==> src/rtl/spram_dma.sv <==
// spram_dma: single-port RAM DMA engine performing FILL, COPY and SUM
// commands one at a time over a modulo-addressed RAM.
module spram_dma #(
  parameter int data_width = 8,
  parameter int addr_width = 10
) (
  input  logic                             clock,
  input  logic                             reset_n,
  input  logic                             cmd_valid,
  output logic                             cmd_ready,
  input  logic [1:0]                       cmd_op,
  input  logic [addr_width-1:0]            cmd_src,
  input  logic [addr_width-1:0]            cmd_dst,
  input  logic [addr_width:0]              cmd_len,
  input  logic [data_width-1:0]            cmd_data,
  output logic                             busy,
  output logic                             done,
  output logic [data_width+addr_width-1:0] sum,
  output logic                             mem_cs,
  output logic                             mem_wren,
  output logic [addr_width-1:0]            mem_address,
  output logic [data_width-1:0]            mem_data,
  input  logic [data_width-1:0]            mem_q
);

  localparam int SW = data_width + addr_width;

  localparam logic [2:0] S_IDLE     = 3'd0;
  localparam logic [2:0] S_FILL     = 3'd1;
  localparam logic [2:0] S_CP_RD    = 3'd2;
  localparam logic [2:0] S_CP_WR    = 3'd3;
  localparam logic [2:0] S_SUM_RD   = 3'd4;
  localparam logic [2:0] S_SUM_LAST = 3'd5;
  localparam logic [2:0] S_FIN      = 3'd6;

  localparam logic [1:0] OP_FILL = 2'd0;
  localparam logic [1:0] OP_COPY = 2'd1;
  localparam logic [1:0] OP_SUM  = 2'd2;

  logic [2:0]            state_q, state_d;
  logic [addr_width-1:0] src_q, src_d;
  logic [addr_width-1:0] dst_q, dst_d;
  logic [addr_width:0]   len_q, len_d;
  logic [data_width-1:0] fill_q, fill_d;
  logic [addr_width:0]   cnt_q, cnt_d;
  logic [SW-1:0]         acc_q, acc_d;
  logic [SW-1:0]         sum_q, sum_d;
  logic [addr_width-1:0] addr_q, addr_d;
  logic [data_width-1:0] wdata_q, wdata_d;

  logic [addr_width:0]   cnt_inc;
  logic                  last;
  logic [addr_width-1:0] src_addr;
  logic [addr_width-1:0] dst_addr;
  logic [SW-1:0]         acc_add;
  logic                  cs;
  logic                  wren;

  // Shared datapath terms: counter step, last-word test, wrapped addresses, accumulator add
  always_comb begin
    cnt_inc  = cnt_q + (addr_width+1)'(1);
    last     = (cnt_inc == len_q);
    src_addr = src_q + cnt_q[addr_width-1:0];
    dst_addr = dst_q + cnt_q[addr_width-1:0];
    acc_add  = acc_q + SW'(mem_q);
  end

  // Next-state, command latching and RAM port drive; address/data hold their last value when idle
  always_comb begin
    state_d = state_q;
    src_d   = src_q;
    dst_d   = dst_q;
    len_d   = len_q;
    fill_d  = fill_q;
    cnt_d   = cnt_q;
    acc_d   = acc_q;
    sum_d   = sum_q;
    cs      = 1'b0;
    wren    = 1'b0;
    addr_d  = addr_q;
    wdata_d = wdata_q;
    case (state_q)
      S_IDLE: begin
        if (cmd_valid) begin
          src_d  = cmd_src;
          dst_d  = cmd_dst;
          len_d  = cmd_len;
          fill_d = cmd_data;
          cnt_d  = '0;
          acc_d  = '0;
          if (cmd_len == '0) begin
            state_d = S_FIN;
          end else begin
            case (cmd_op)
              OP_FILL: state_d = S_FILL;
              OP_COPY: state_d = S_CP_RD;
              OP_SUM:  state_d = S_SUM_RD;
              default: state_d = S_FIN;
            endcase
          end
        end
      end
      S_FILL: begin
        cs      = 1'b1;
        wren    = 1'b1;
        addr_d  = dst_addr;
        wdata_d = fill_q;
        if (last) state_d = S_FIN;
        else      cnt_d   = cnt_inc;
      end
      S_CP_RD: begin
        cs      = 1'b1;
        addr_d  = src_addr;
        state_d = S_CP_WR;
      end
      S_CP_WR: begin
        cs      = 1'b1;
        wren    = 1'b1;
        addr_d  = dst_addr;
        wdata_d = mem_q;
        if (last) begin
          state_d = S_FIN;
        end else begin
          cnt_d   = cnt_inc;
          state_d = S_CP_RD;
        end
      end
      S_SUM_RD: begin
        // Read i is issued while the word from read i-1 arrives on mem_q
        cs     = 1'b1;
        addr_d = src_addr;
        if (cnt_q != '0) acc_d = acc_add;
        if (last) state_d = S_SUM_LAST;
        else      cnt_d   = cnt_inc;
      end
      S_SUM_LAST: begin
        acc_d   = acc_add;
        sum_d   = acc_add;
        state_d = S_FIN;
      end
      S_FIN: begin
        state_d = S_IDLE;
      end
      default: begin
        state_d = S_IDLE;
      end
    endcase
  end

  // Register update with asynchronous abort to IDLE
  always_ff @(posedge clock or negedge reset_n) begin
    if (!reset_n) begin
      state_q <= S_IDLE;
      src_q   <= '0;
      dst_q   <= '0;
      len_q   <= '0;
      fill_q  <= '0;
      cnt_q   <= '0;
      acc_q   <= '0;
      sum_q   <= '0;
      addr_q  <= '0;
      wdata_q <= '0;
    end else begin
      state_q <= state_d;
      src_q   <= src_d;
      dst_q   <= dst_d;
      len_q   <= len_d;
      fill_q  <= fill_d;
      cnt_q   <= cnt_d;
      acc_q   <= acc_d;
      sum_q   <= sum_d;
      addr_q  <= addr_d;
      wdata_q <= wdata_d;
    end
  end

  // Status and RAM port outputs
  always_comb begin
    cmd_ready   = (state_q == S_IDLE);
    busy        = (state_q != S_IDLE);
    done        = (state_q == S_FIN);
    sum         = sum_q;
    mem_cs      = cs;
    mem_wren    = wren;
    mem_address = addr_d;
    mem_data    = wdata_d;
  end

endmodule
==> config.mk <==
export PLATFORM = sky130hd
export DESIGN_NAME = spram_dma
export DESIGN_NICKNAME = d
export VERILOG_FILES = /design/src/rtl/spram_dma.sv
export SDC_FILE = /design/constraint.sdc
export NUM_CORES = 1
export LEC_CHECK = 0
export BUFFER_PORTS_ARGS = -buffer_cell sky130_fd_sc_hd__buf_2
export CAP_MARGIN = 10
export CORE_MARGIN = 1.5
export CORE_UTILIZATION = 45
export DETAILED_ROUTE_END_ITERATION = 8
export GPL_TIMING_DRIVEN = 0
export PLACE_DENSITY_LB_ADDON = 0.3
export SLEW_MARGIN = 20
export SYNTH_ARGS = -nofsm -noshare
export SYNTH_HDL_FRONTEND = slang
export SYNTH_SLANG_ARGS = --single-unit
==> constraint.sdc <==
create_clock -name clock -period 4.58 [get_ports clock]
set_input_delay 0.916 -clock clock [delete_from_list [all_inputs] [get_ports clock]]
set_output_delay 0.916 -clock clock [all_outputs]
set_load 0.1 [all_outputs]
==> results.txt <==
After the first detailed-routing iteration, the DRC count stood at 311. The flow ran to the end, and the final reports show no timing, DRC or antenna violations. Data on the critical path arrives at its endpoint at 3550 ps. The logs give 107 for the CTS sink count and 22.0% for the total routing usage reported by global routing.

The fraction of the mapped netlist area in simple logic gates is 20.5%, and the register bit total from synthesis is 107. Using the TritonRoute via totals, the vias-per-cell ratio works out to 5.33. The first TritonRoute pass finished after 5 iterations. The total count of hold-check failures in the final report came out at 0. Of the cells placed in the final design, the portion with a size suffix greater than 1 is 23.7%.

After detailed placement, the total cell area comes to 6570 µm². Number of global-route vias before repair: 4754. The number of primary I/O pins is 93. The post-synthesis xor/xnor area fraction is 5.37%.

The tools report the startpoint type of the worst setup path as a flip-flop. After clock tree synthesis, the clock-pin slew on the worst setup and hold paths is 80 ps. The cell seen most often among critical-path stages is sky130_fd_sc_hd__buf_4.

The total global routing overflow was 0; the sum of buffers and inverters on the critical path was 4. Synthesis instantiated 64 different standard cells from the library. The logs give 2 for the maximum number of buffers from clock root to sink and 713 for the synthesized netlist net count. The tools report the placed wire-length estimate as 10.5 mm. Of all flip-flops after synthesis, the portion carrying an async set or reset was 100%. The setup violation total in the final timing report was 0; the number of synthesized flops with an enable pin was 0. The tools report the share of the yosys chip area belonging to registers as 46.2%. The count of buffers added on input and output ports is 92. The number of antenna violations at the first check in global routing is 0, and the actual transition at the worst max-transition pin is 1100 ps.

The routed design has 14.1 mm of wire. The yosys synthesis warning count was 0; the number of nets in the final layout was 828. The tools report the total number of vias as 4972. After synthesis, the largest family of logic cells by area is simple AND/OR/NAND/NOR gates.

The critical path is of the reg -> out type. The worst hold path belongs to the class reg -> reg. The root buffer selected by CTS was sky130_fd_sc_hd__clkbuf_16. The maximum operating frequency came out at 224 MHz. The cell row count is 41, and the clock buffer count from CTS is 9.

The final critical path takes up 97.6% of the cycle. The tools report the final count of pins violating max slew as 0. Synthesis handed over a netlist of 640 instances. The run gives 0.903 as the weighted congestion reported at the end of routability-driven placement. TritonCTS built the clock tree.

The number of antenna diodes in the final layout is 0. The cell area after synthesis came out at 5800 µm². The average instance in the mapped netlist occupies 9.06 µm².

The run gives 25.9% as the worst max-slew margin expressed relative to the limit. The most used flip-flop cell after synthesis is sky130_fd_sc_hd__dfrtp_1. Relative to the synthesized area, the layout overhead comes to 22.2%. Setup repair after global routing left no endpoint under its margin. Between clock sinks in the finished design, the worst skew comes to 13.2 ps. The initial utilization of the core area, before any placement, comes to 45.9%. The portion of netlist area occupied by mux cells was 4.40%; the final-layout setup total negative slack was 0 ps. The tool flagged a number of max-cap violations equal to 0. Once layout is done, the placed cells without fillers occupy 7080 µm². The H-tree was split into 3 levels. In this run, post-CTS hold repair placed 0 buffers. The area fraction in compound gates after synthesis came out at 14.2%. The per-cell routed wire length was 15.2 µm. The first global-routing pass estimated 22.9 mm of wire. Number of antenna-violating nets in the routed design: 0.

The stage delay of the slowest cell on the critical path is 420 ps. The core region is 12600 µm². The largest fanout on the critical path is 5, and the adder-cell area share of the yosys netlist is 4.79%. The largest individual stage delay along the critical path comes from the cell sky130_fd_sc_hd__dfrtp_2. STA puts the critical path data required time at 3660 ps. STA classifies the critical path endpoint as an output port. The DRC violations left is 0.

The clock insertion delay at the later pin of the skew report was 360 ps; the minimum period implied by the final worst setup slack was 4470 ps. The critical path goes through or2b_4 > a21oi_4 > buf_8 > buf_4 > buf_4 > mux2_2 > ha_1 > o21ai_1 > o21ai_2 > a31o_2 > or4_4 > nand4_1 > buf_12. For the maximum number of pins on one net before global-route repair, the log shows 59.

The floorplan step set the die height to 117 µm. The horizontal die dimension came out at 117 µm. The kind of cell with the highest combined delay on the critical path was simple AND/OR/NAND/NOR gates. The floorplan step defined a die boundary enclosing 13600 µm².
==> layout make-up <==
class,count,area (µm²)
Sequential cell,107,2680
Tap cell,172,215
Inverter,27,101
Clock inverter,6,72.6
Clock buffer,10,239
Buffer,29,160
Fill cell,1159,5540
Multi-Input combinational cell,476,3000
Timing Repair Buffer,105,614
==> cell usage after synthesis (3+ instances only) <==
cell                        instances  share of area, %
sky130_fd_sc_hd__a2111oi_0          3              0.45
sky130_fd_sc_hd__a21boi_0           3              0.39
sky130_fd_sc_hd__a21o_1             3              0.39
sky130_fd_sc_hd__a21oi_1           30               2.6
sky130_fd_sc_hd__a22o_1             6              0.91
sky130_fd_sc_hd__a31oi_1            4              0.43
sky130_fd_sc_hd__and3_1             4              0.43
sky130_fd_sc_hd__buf_6              4              0.78
sky130_fd_sc_hd__clkbuf_1          20               1.3
sky130_fd_sc_hd__dfrtp_1          107                46
sky130_fd_sc_hd__ha_1              19               4.1
sky130_fd_sc_hd__inv_1             27               1.7
sky130_fd_sc_hd__mux2_2            12               2.3
sky130_fd_sc_hd__mux2i_1           12               2.1
sky130_fd_sc_hd__nand2_1          165                11
sky130_fd_sc_hd__nand2b_1           3              0.32
sky130_fd_sc_hd__nand3_1           19               1.6
sky130_fd_sc_hd__nand4_1            5              0.54
sky130_fd_sc_hd__nor2_1            36               2.3
sky130_fd_sc_hd__nor3_1             6              0.52
sky130_fd_sc_hd__nor4_1             7              0.76
sky130_fd_sc_hd__o21a_1             3              0.39
sky130_fd_sc_hd__o21ai_0           43               3.7
sky130_fd_sc_hd__o22a_1             3              0.45
sky130_fd_sc_hd__o31ai_1           10               1.3
sky130_fd_sc_hd__or3_1              6              0.65
sky130_fd_sc_hd__or4_1              4              0.52
sky130_fd_sc_hd__xnor2_1           18               2.7
sky130_fd_sc_hd__xor2_1            15               2.3
==> routing by layer <==
metal  share of wire [%]  track usage, %  vias to the layer above
met4                 2.2            7.24                        0
met5                   0               0                        -
li1                    -               -                     2430
met3                 6.8            6.49                       25
met2                  47            35.6                      160
met1                  44            28.3                     2357
==> registers in the layout, summed over array words and instances, names as in the netlist <==
| signal | flops |
|---|---|
| acc_q | 18 |
| cnt_q | 11 |
| dst_q | 10 |
| len_q | 11 |
| sum | 18 |
| wdata_q | 8 |
| fill_q | 8 |
| addr_q | 10 |
| state_q | 3 |
| src_q | 10 |
==> layout by cell type (no fill, tap or decap), types with 5 or more instances in the layout <==
cell and n:
sky130_fd_sc_hd__nand2_1 165, sky130_fd_sc_hd__dfrtp_1 105, sky130_fd_sc_hd__buf_2 91, sky130_fd_sc_hd__o21ai_0 39, sky130_fd_sc_hd__nor2_1 36, sky130_fd_sc_hd__inv_1 24, sky130_fd_sc_hd__a21oi_1 23, sky130_fd_sc_hd__clkbuf_1 19
sky130_fd_sc_hd__nand3_1 19, sky130_fd_sc_hd__xnor2_1 18, sky130_fd_sc_hd__xor2_1 15, sky130_fd_sc_hd__ha_1 15, sky130_fd_sc_hd__buf_4 13, sky130_fd_sc_hd__mux2i_1 12, sky130_fd_sc_hd__mux2_2 9, sky130_fd_sc_hd__clkbuf_16 9
sky130_fd_sc_hd__nor4_1 7, sky130_fd_sc_hd__o31ai_1 7, sky130_fd_sc_hd__a21oi_2 6, sky130_fd_sc_hd__or3_1 6, sky130_fd_sc_hd__nor3_1 6, sky130_fd_sc_hd__a22o_1 6, sky130_fd_sc_hd__nand4_1 5
==> final timing paths <==
| kind | startpoint | end | slack (ps) | cells past startpoint |
|---|---|---|---|---|
| max | state_q[1] | mem_address[9] | 110 | 13 |
| max in group asynchronous | reset_n | state_q[2] | 3460 | 2 |
| min in group asynchronous | reset_n | addr_q[7] | 490 | 1 |
| min reg2reg | addr_q[0] | addr_q[0] | 460 | 2 |
| max reg2reg | state_q[1] | addr_q[9] | 1490 | 12 |
| min | addr_q[0] | addr_q[0] | 460 | 2 |
==> kinds of logic after synthesis <==
group                    count (synthesis)
AND/OR/NAND/NOR                        269
XOR/XNOR                                34
adder cells (fa/ha/maj)                 21
multiplexers                            24
buffers and inverters                   57
flip-flops                             107
AO/OA/AOI/OAI                          128
==> repair_timing <==
action,in CTS,in global routing
endpoints found under the setup margin,4,2
pin swaps,8,11
gates resized for setup,16,14
setup buffers,8,4
==> worst register-to-register path, stage by stage (launching register included) <==
cell and delay (ps):
sky130_fd_sc_hd__dfrtp_2 420, sky130_fd_sc_hd__or2b_4 270, sky130_fd_sc_hd__a21oi_4 200, sky130_fd_sc_hd__buf_8 140, sky130_fd_sc_hd__buf_4 110, sky130_fd_sc_hd__buf_4 110
sky130_fd_sc_hd__mux2_2 340, sky130_fd_sc_hd__ha_1 310, sky130_fd_sc_hd__o21ai_1 160, sky130_fd_sc_hd__o21ai_2 90, sky130_fd_sc_hd__a31o_2 260, sky130_fd_sc_hd__or4_4 420
sky130_fd_sc_hd__nand4_1 170
==> metrics by stage <==
step	util, %	hold WS [ps]	cells	setup slack (ps)
6_report	56.1	464	932	109
5_1_grt	56.1	491	932	10.2
4_1_cts	55.4	468	928	-8.35
3_5_place_dp	52.0	453	905	-71.9
3_3_place_gp	51.8	448	904	18.4
2_1_floorplan	-	440	640	45.1
Power is not shown: default switching activity piles up to over one toggle a cycle in this logic, so the estimate is an artifact.
